**src/rtl/ble_bit_sampler.sv**
```systemverilog
// BLE symbol timing recovery: synchronizes the raw demodulated bit, tracks bit-edge phase with a
// first-order early/late loop and emits one majority-voted bit per symbol with a lock flag.
module ble_bit_sampler #(
  parameter int unsigned OSR         = 8,
  parameter int unsigned SYNC_STAGES = 2,
  parameter int unsigned LOCK_EDGES  = 4,
  parameter int unsigned MAX_RUN     = 16
) (
  input  logic clk_in,
  input  logic rst_n,
  input  logic enable,
  input  logic sample_en,
  input  logic rx_in,
  output logic bit_out,
  output logic bit_valid,
  output logic locked
);

  localparam int unsigned PhW   = $clog2(OSR);
  localparam int unsigned GoodW = $clog2(LOCK_EDGES + 1);
  localparam int unsigned RunW  = $clog2(MAX_RUN + 1);

  localparam logic [PhW:0]     OsrV   = (PhW + 1)'(OSR);
  localparam logic [PhW-1:0]   PhLast = PhW'(OSR - 1);
  localparam logic [PhW-1:0]   PhHalf = PhW'(OSR / 2);
  localparam logic [PhW-1:0]   PhDec  = PhW'(OSR / 2 + 1);
  localparam logic [GoodW-1:0] LockV  = GoodW'(LOCK_EDGES);
  localparam logic [RunW-1:0]  RunV   = RunW'(MAX_RUN);

  localparam logic [0:0] StSearch = 1'b0;
  localparam logic [0:0] StTrack  = 1'b1;

  logic [SYNC_STAGES-1:0] sync_q, sync_d;
  logic [1:0]             hist_q, hist_d;
  logic                   prev_q, prev_d;
  logic [0:0]             state_q, state_d;
  logic [PhW-1:0]         ph_q, ph_d;
  logic [GoodW-1:0]       good_q, good_d;
  logic [RunW-1:0]        run_q, run_d;
  logic                   locked_q, locked_d;
  logic                   bit_out_q, bit_out_d;
  logic                   valid_q, valid_d;

  logic           s;
  logic           edge_s;
  logic           maj;
  logic           good_edge;
  logic [PhW-1:0] ph_inc;
  logic [PhW:0]   ph_w;
  logic [PhW-1:0] ph_p2;

  assign sync_d    = {sync_q[SYNC_STAGES-2:0], rx_in};
  assign s         = sync_q[SYNC_STAGES-1];
  assign edge_s    = s ^ prev_q;
  // Vote over the two stored samples plus the one arriving on this strobe.
  assign maj       = (hist_q[1] & hist_q[0]) | (hist_q[1] & s) | (hist_q[0] & s);
  assign good_edge = (ph_q == PhLast) || (ph_q == '0) || (ph_q == PhW'(1));
  assign ph_inc    = (ph_q == PhLast) ? '0 : ph_q + 1'b1;
  assign ph_w      = {1'b0, ph_q} + 2'd2;
  assign ph_p2     = (ph_w >= OsrV) ? PhW'(ph_w - OsrV) : ph_w[PhW-1:0];

  always_comb begin
    hist_d    = hist_q;
    prev_d    = prev_q;
    state_d   = state_q;
    ph_d      = ph_q;
    good_d    = good_q;
    run_d     = run_q;
    locked_d  = locked_q;
    bit_out_d = bit_out_q;
    valid_d   = 1'b0;

    if (sample_en) begin
      hist_d = {hist_q[0], s};
      prev_d = s;
      if (state_q == StSearch) begin
        if (edge_s) begin
          state_d  = StTrack;
          ph_d     = PhW'(1);
          good_d   = '0;
          run_d    = '0;
          locked_d = 1'b0;
        end
      end else begin
        if (!edge_s)                ph_d = ph_inc;
        else if (ph_q == '0)        ph_d = PhW'(1);
        else if (ph_q < PhHalf)     ph_d = ph_q;
        else                        ph_d = ph_p2;

        if (ph_q == PhDec) begin
          valid_d   = 1'b1;
          bit_out_d = maj;
        end

        if (edge_s) begin
          run_d = '0;
          if (!good_edge)            good_d = '0;
          else if (good_q != LockV)  good_d = good_q + 1'b1;
        end else if (ph_q == PhDec) begin
          run_d = run_q + 1'b1;
        end
        locked_d = (good_d == LockV);

        // Too long without a transition: the phase estimate is no longer trustworthy.
        if (run_d == RunV) begin
          state_d  = StSearch;
          ph_d     = '0;
          run_d    = '0;
          good_d   = '0;
          locked_d = 1'b0;
        end
      end
    end

    if (!enable) begin
      state_d  = StSearch;
      ph_d     = '0;
      good_d   = '0;
      run_d    = '0;
      locked_d = 1'b0;
      valid_d  = 1'b0;
    end
  end

  always_ff @(posedge clk_in or negedge rst_n) begin
    if (!rst_n) begin
      sync_q    <= '0;
      hist_q    <= '0;
      prev_q    <= 1'b0;
      state_q   <= StSearch;
      ph_q      <= '0;
      good_q    <= '0;
      run_q     <= '0;
      locked_q  <= 1'b0;
      bit_out_q <= 1'b0;
      valid_q   <= 1'b0;
    end else begin
      sync_q    <= sync_d;
      hist_q    <= hist_d;
      prev_q    <= prev_d;
      state_q   <= state_d;
      ph_q      <= ph_d;
      good_q    <= good_d;
      run_q     <= run_d;
      locked_q  <= locked_d;
      bit_out_q <= bit_out_d;
      valid_q   <= valid_d;
    end
  end

  assign bit_out   = bit_out_q;
  assign bit_valid = valid_q;
  assign locked    = locked_q;

endmodule
```
**config.mk**
```make
export PLATFORM = sky130hd
export DESIGN_NAME = ble_bit_sampler
export DESIGN_NICKNAME = d
export VERILOG_FILES = /design/src/rtl/ble_bit_sampler.sv
export SDC_FILE = /design/constraint.sdc
export NUM_CORES = 1
export LEC_CHECK = 0
export ABC_AREA = 1
export BUFFER_PORTS_ARGS = -buffer_cell sky130_fd_sc_hd__buf_2
export CAP_MARGIN = 15
export CORE_UTILIZATION = 45
export DETAILED_ROUTE_END_ITERATION = 16
export PLACE_DENSITY = 0.66
export SLEW_MARGIN = 20
export SYNTH_ARGS = -nofsm -noshare
export SYNTH_HDL_FRONTEND = slang
export SYNTH_SLANG_ARGS = --single-unit
```
**constraint.sdc**
```tcl
create_clock -name clk_in -period 2.4 [get_ports clk_in]
set_clock_uncertainty 0.1 [all_clocks]
set_input_delay 0.48 -clock clk_in [delete_from_list [all_inputs] [get_ports clk_in]]
set_output_delay 0.48 -clock clk_in [all_outputs]
set_load 0.01 [all_outputs]
```
==> impl_metrics.py <==
metrics = {
    "synth": {
        "synth_top_cell_by_area": "dfrtp_1",
        "yosys.area_share.xor_xnor_pct": 0.716,
        "yosysWarnings": 0,
        "synth_fa_ha_area_share_pct": 8.19,
        "ys_seq_area_share_pct": 38.9,
        "synth_area_leaders": "dfrtp_1, nand2_1, ha_1",
        "async_reset_ff_share_pct": 100,
        "yosys.area_share.simple_pct": 33.7,
        "syn_nets": 164,
        "yosys-top-cells-count": "nand2_1, dfrtp_1, inv_1",
        "avgSynthCellArea_sq_um": 8.10,
        "netlist_area_sq_um": 1220,
        "synth_mux_area_share_pct": 0,
        "synth_enable_flop_cells": 0,
        "yosysMostFrequentCell": "nand2_1",
        "ys_types": 29,
        "synth_seq_cells": 19,
        "syn_inst": 151,
        "synth.top_cell.area_share_pct": 38.9,
        "synth_compound_area_share_pct": 10.6,
        "synth_flop_cell": "dfrtp_1",
        "synth_top_family_by_area": "simple AND/OR/NAND/NOR gates",
    },
    "critical_path": {
        "crit_fanout": 10,
        "crit_required_ns": 2.49,
        "cp.arrival_ns": 1.96,
        "reg2reg_to": "ph_q[0]",
        "worstRegToRegCells": 10,
        "end_kind": "flop",
        "criticalPathCategory": "reg -> reg",
        "cpMostUsedCell": "nand2_1",
        "crit-reg2reg-launch": "hist_q[0]",
        "cp_slowest_stage_delay_ns": 0.44,
        "r2r_slack_ns": 0.53,
        "critPathBufInv": 1,
        "worstPathCellList": "ha_1 -> inv_4 -> nand3_2 -> nand2_2 -> nor2_4 -> nand3_4 -> nand2_2 -> nand2_1 -> nand2_1 -> nand2_1",
        "crit_path_start_kind": "flop",
        "cp_top_family": "simple AND/OR/NAND/NOR gates",
        "critPathSlowestCell": "ha_1",
    },
    "floorplanning": {
        "start_util_pct": 48.5,
        "die_y_um": 54.1,
        "io_pins": 8,
        "core_sq_um": 2520,
        "die_area_sq_um": 2930,
        "row_count": 18,
        "die_width_um": 54.1,
    },
    "sta": {
        "tightest_slew_ns": 0.425,
        "max_freq_mhz": 536,
        "setup_tns_ns": 0,
        "hold_viol_final": 0,
        "setup_viol": 0,
        "report.final.slew_viol_count": 0,
        "period_minus_slack_ns": 1.87,
        "relSlewSlack_pct": 71.6,
        "rsz0062_at_grt": "false",
        "fin_crit_sh_pct": 77.8,
    },
    "cells_and_area": {
        "area_growth_syn_to_layout_pct": 7.27,
        "final_cell_count_no_fill": 191,
        "design_area_sq_um": 1310,
        "final_nets": 175,
        "fin_util_pct": 52.0,
        "antenna_cells": 0,
        "drive_gt1_share_pct": 18.6,
    },
    "clock_network": {
        "cts_sinks": 19,
        "cts_max_level": 1,
        "clk_pin_slew_worst_paths_ns": 0.11,
        "cts_buffers": 3,
        "clock_path_buffers": 2,
        "cts_tree": "done",
        "root_buffer": "clkbuf_4",
        "cts_resized": 0,
        "cts_setup_buffers": 0,
        "ctsHoldBuffers": 0,
        "insertion_delay_ns": 0.29,
    },
    "power_and_ir_drop": {
        "p_per_area_nw_per_um2": 478,
        "p_leak_nw": 0.646,
        "irDropWorstVdd_mv": 0.431,
    },
    "drt": {
        "wl_per_cell_um": 12.0,
        "via_per_inst": 5.21,
        "drtAntennaViolNets": 0,
        "drt-total-wl_mm": 2.29,
        "drtIter0Drc": 16,
        "first_pass_iters": 4,
        "drc": 0,
        "dr_total_vias": 995,
    },
    "global_route": {
        "antenna_found_initial": 0,
        "grt_max_degree": 20,
        "grt_pass1_wl_mm": 3.96,
        "grtUsageTotal_pct": 19.0,
        "gr-total-overflow": 0,
        "grt_pass1_vias": 906,
    },
    "place": {
        "place_congestion": 0.924,
        "placed_cells": 187,
        "hpwl_mm": 1.80,
        "dpl_cell_area_sq_um": 1280,
        "portBuffers": 7,
    },
    "hold_path": {
        "hp-class": "in -> async",
    },
    "run": {
        "maxCapViolations": 0,
    },
    "status": {
        "outcome": "finished clean",
    },
}
worst reg2reg max path: stages, from the launching register on:
cell	delay [ns]
dfrtp_1	0.42
ha_1	0.44
inv_4	0.13
nand3_2	0.12
nand2_2	0.07
nor2_4	0.14
nand3_4	0.13
nand2_2	0.08
nand2_1	0.04
nand2_1	0.05
nand2_1	0.04
worst max path at each step:
| stage | slack [ns] | depth (start not counted) | end | from |
|---|---|---|---|---|
| 2_1_floorplan | 0.73 | 11 | ph_q[0] | ph_q[1] |
| 3_3_place_gp | 0.58 | 10 | ph_q[0] | hist_q[0] |
| 3_5_place_dp | 0.54 | 10 | ph_q[0] | hist_q[0] |
| 4_1_cts | 0.51 | 10 | ph_q[0] | sync_q[1] |
| 5_1_grt | 0.36 | 11 | ph_q[0] | ph_q[1] |
| 6_report | 0.53 | 10 | ph_q[0] | hist_q[0] |
kinds of logic after synthesis:
group	Yosys count
buf+inv	23
xor+xnor	1
compound gates	21
fa+ha+maj	8
flops	19
simple gates	79
area by class of cell:
type / instances / area, sq um
multi-input cells: 109 / 651
clock buffers: 3 / 22.5
well taps: 30 / 37.5
flip-flops and latches: 19 / 475
clock inverters: 1 / 5.00
repair buffers: 7 / 35.0
fillers: 254 / 1210
inverters: 22 / 85.1
flip-flops by register name (all words and copies together), names as in the netlist:
name       cells
ph_q           3
good_q         3
run_q          5
sync_q         2
bit_valid      1
hist_q         2
bit_out        1
locked         1
state_q        1
stage by stage:
| stage | hold WS, ns | power, mW | worst slack (ns) |
|---|---|---|---|
| after floorplan | 0.0844 | 0.439 | 0.733 |
| after global placement | 0.245 | 0.469 | 0.581 |
| after detailed placement | 0.245 | 0.473 | 0.540 |
| after CTS | 0.00852 | 0.639 | 0.512 |
| after global routing | 0.0320 | 0.665 | 0.363 |
| final | 0.00322 | 0.627 | 0.533 |
routing by layer:
layer	GRT usage, %	vias up	wire length, um
li1	-	520	-
met1	24.7	457	1070
met2	30.5	16	1100
met3	5.65	2	95
met4	4.70	0	14
met5	0	-	0
placed cells by master (no fill, tap or decap):
master	n
nand2_1	36
inv_1	19
dfrtp_1	19
nand3_1	12
nor2_1	10
o21ai_1	10
ha_1	8
buf_2	7
nand3_2	4
nand2_2	3
nand4_1	3
nor2_2	3
o22ai_1	3
clkbuf_4	3
nor2_4	2
nand3b_1	2
o21ai_0	2
inv_2	2
nor4_1	1
inv_4	1
nand3_4	1
a21oi_4	1
o31ai_1	1
nor3_4	1
o211ai_1	1
a21oi_1	1
xor2_1	1
nor3_1	1
a31oi_1	1
a21oi_2	1
clkinv_2	1
power by group:
group	internal, mW	total (mW)	leakage (nW)	switching (mW)
combinational	0.0386	0.124	0.375	0.0850
sequential	0.332	0.343	0.253	0.0104
clock	0.0621	0.160	0.0177	0.0982
total	0.433	0.627	0.646	0.194
(Power assumes the default switching activity.)
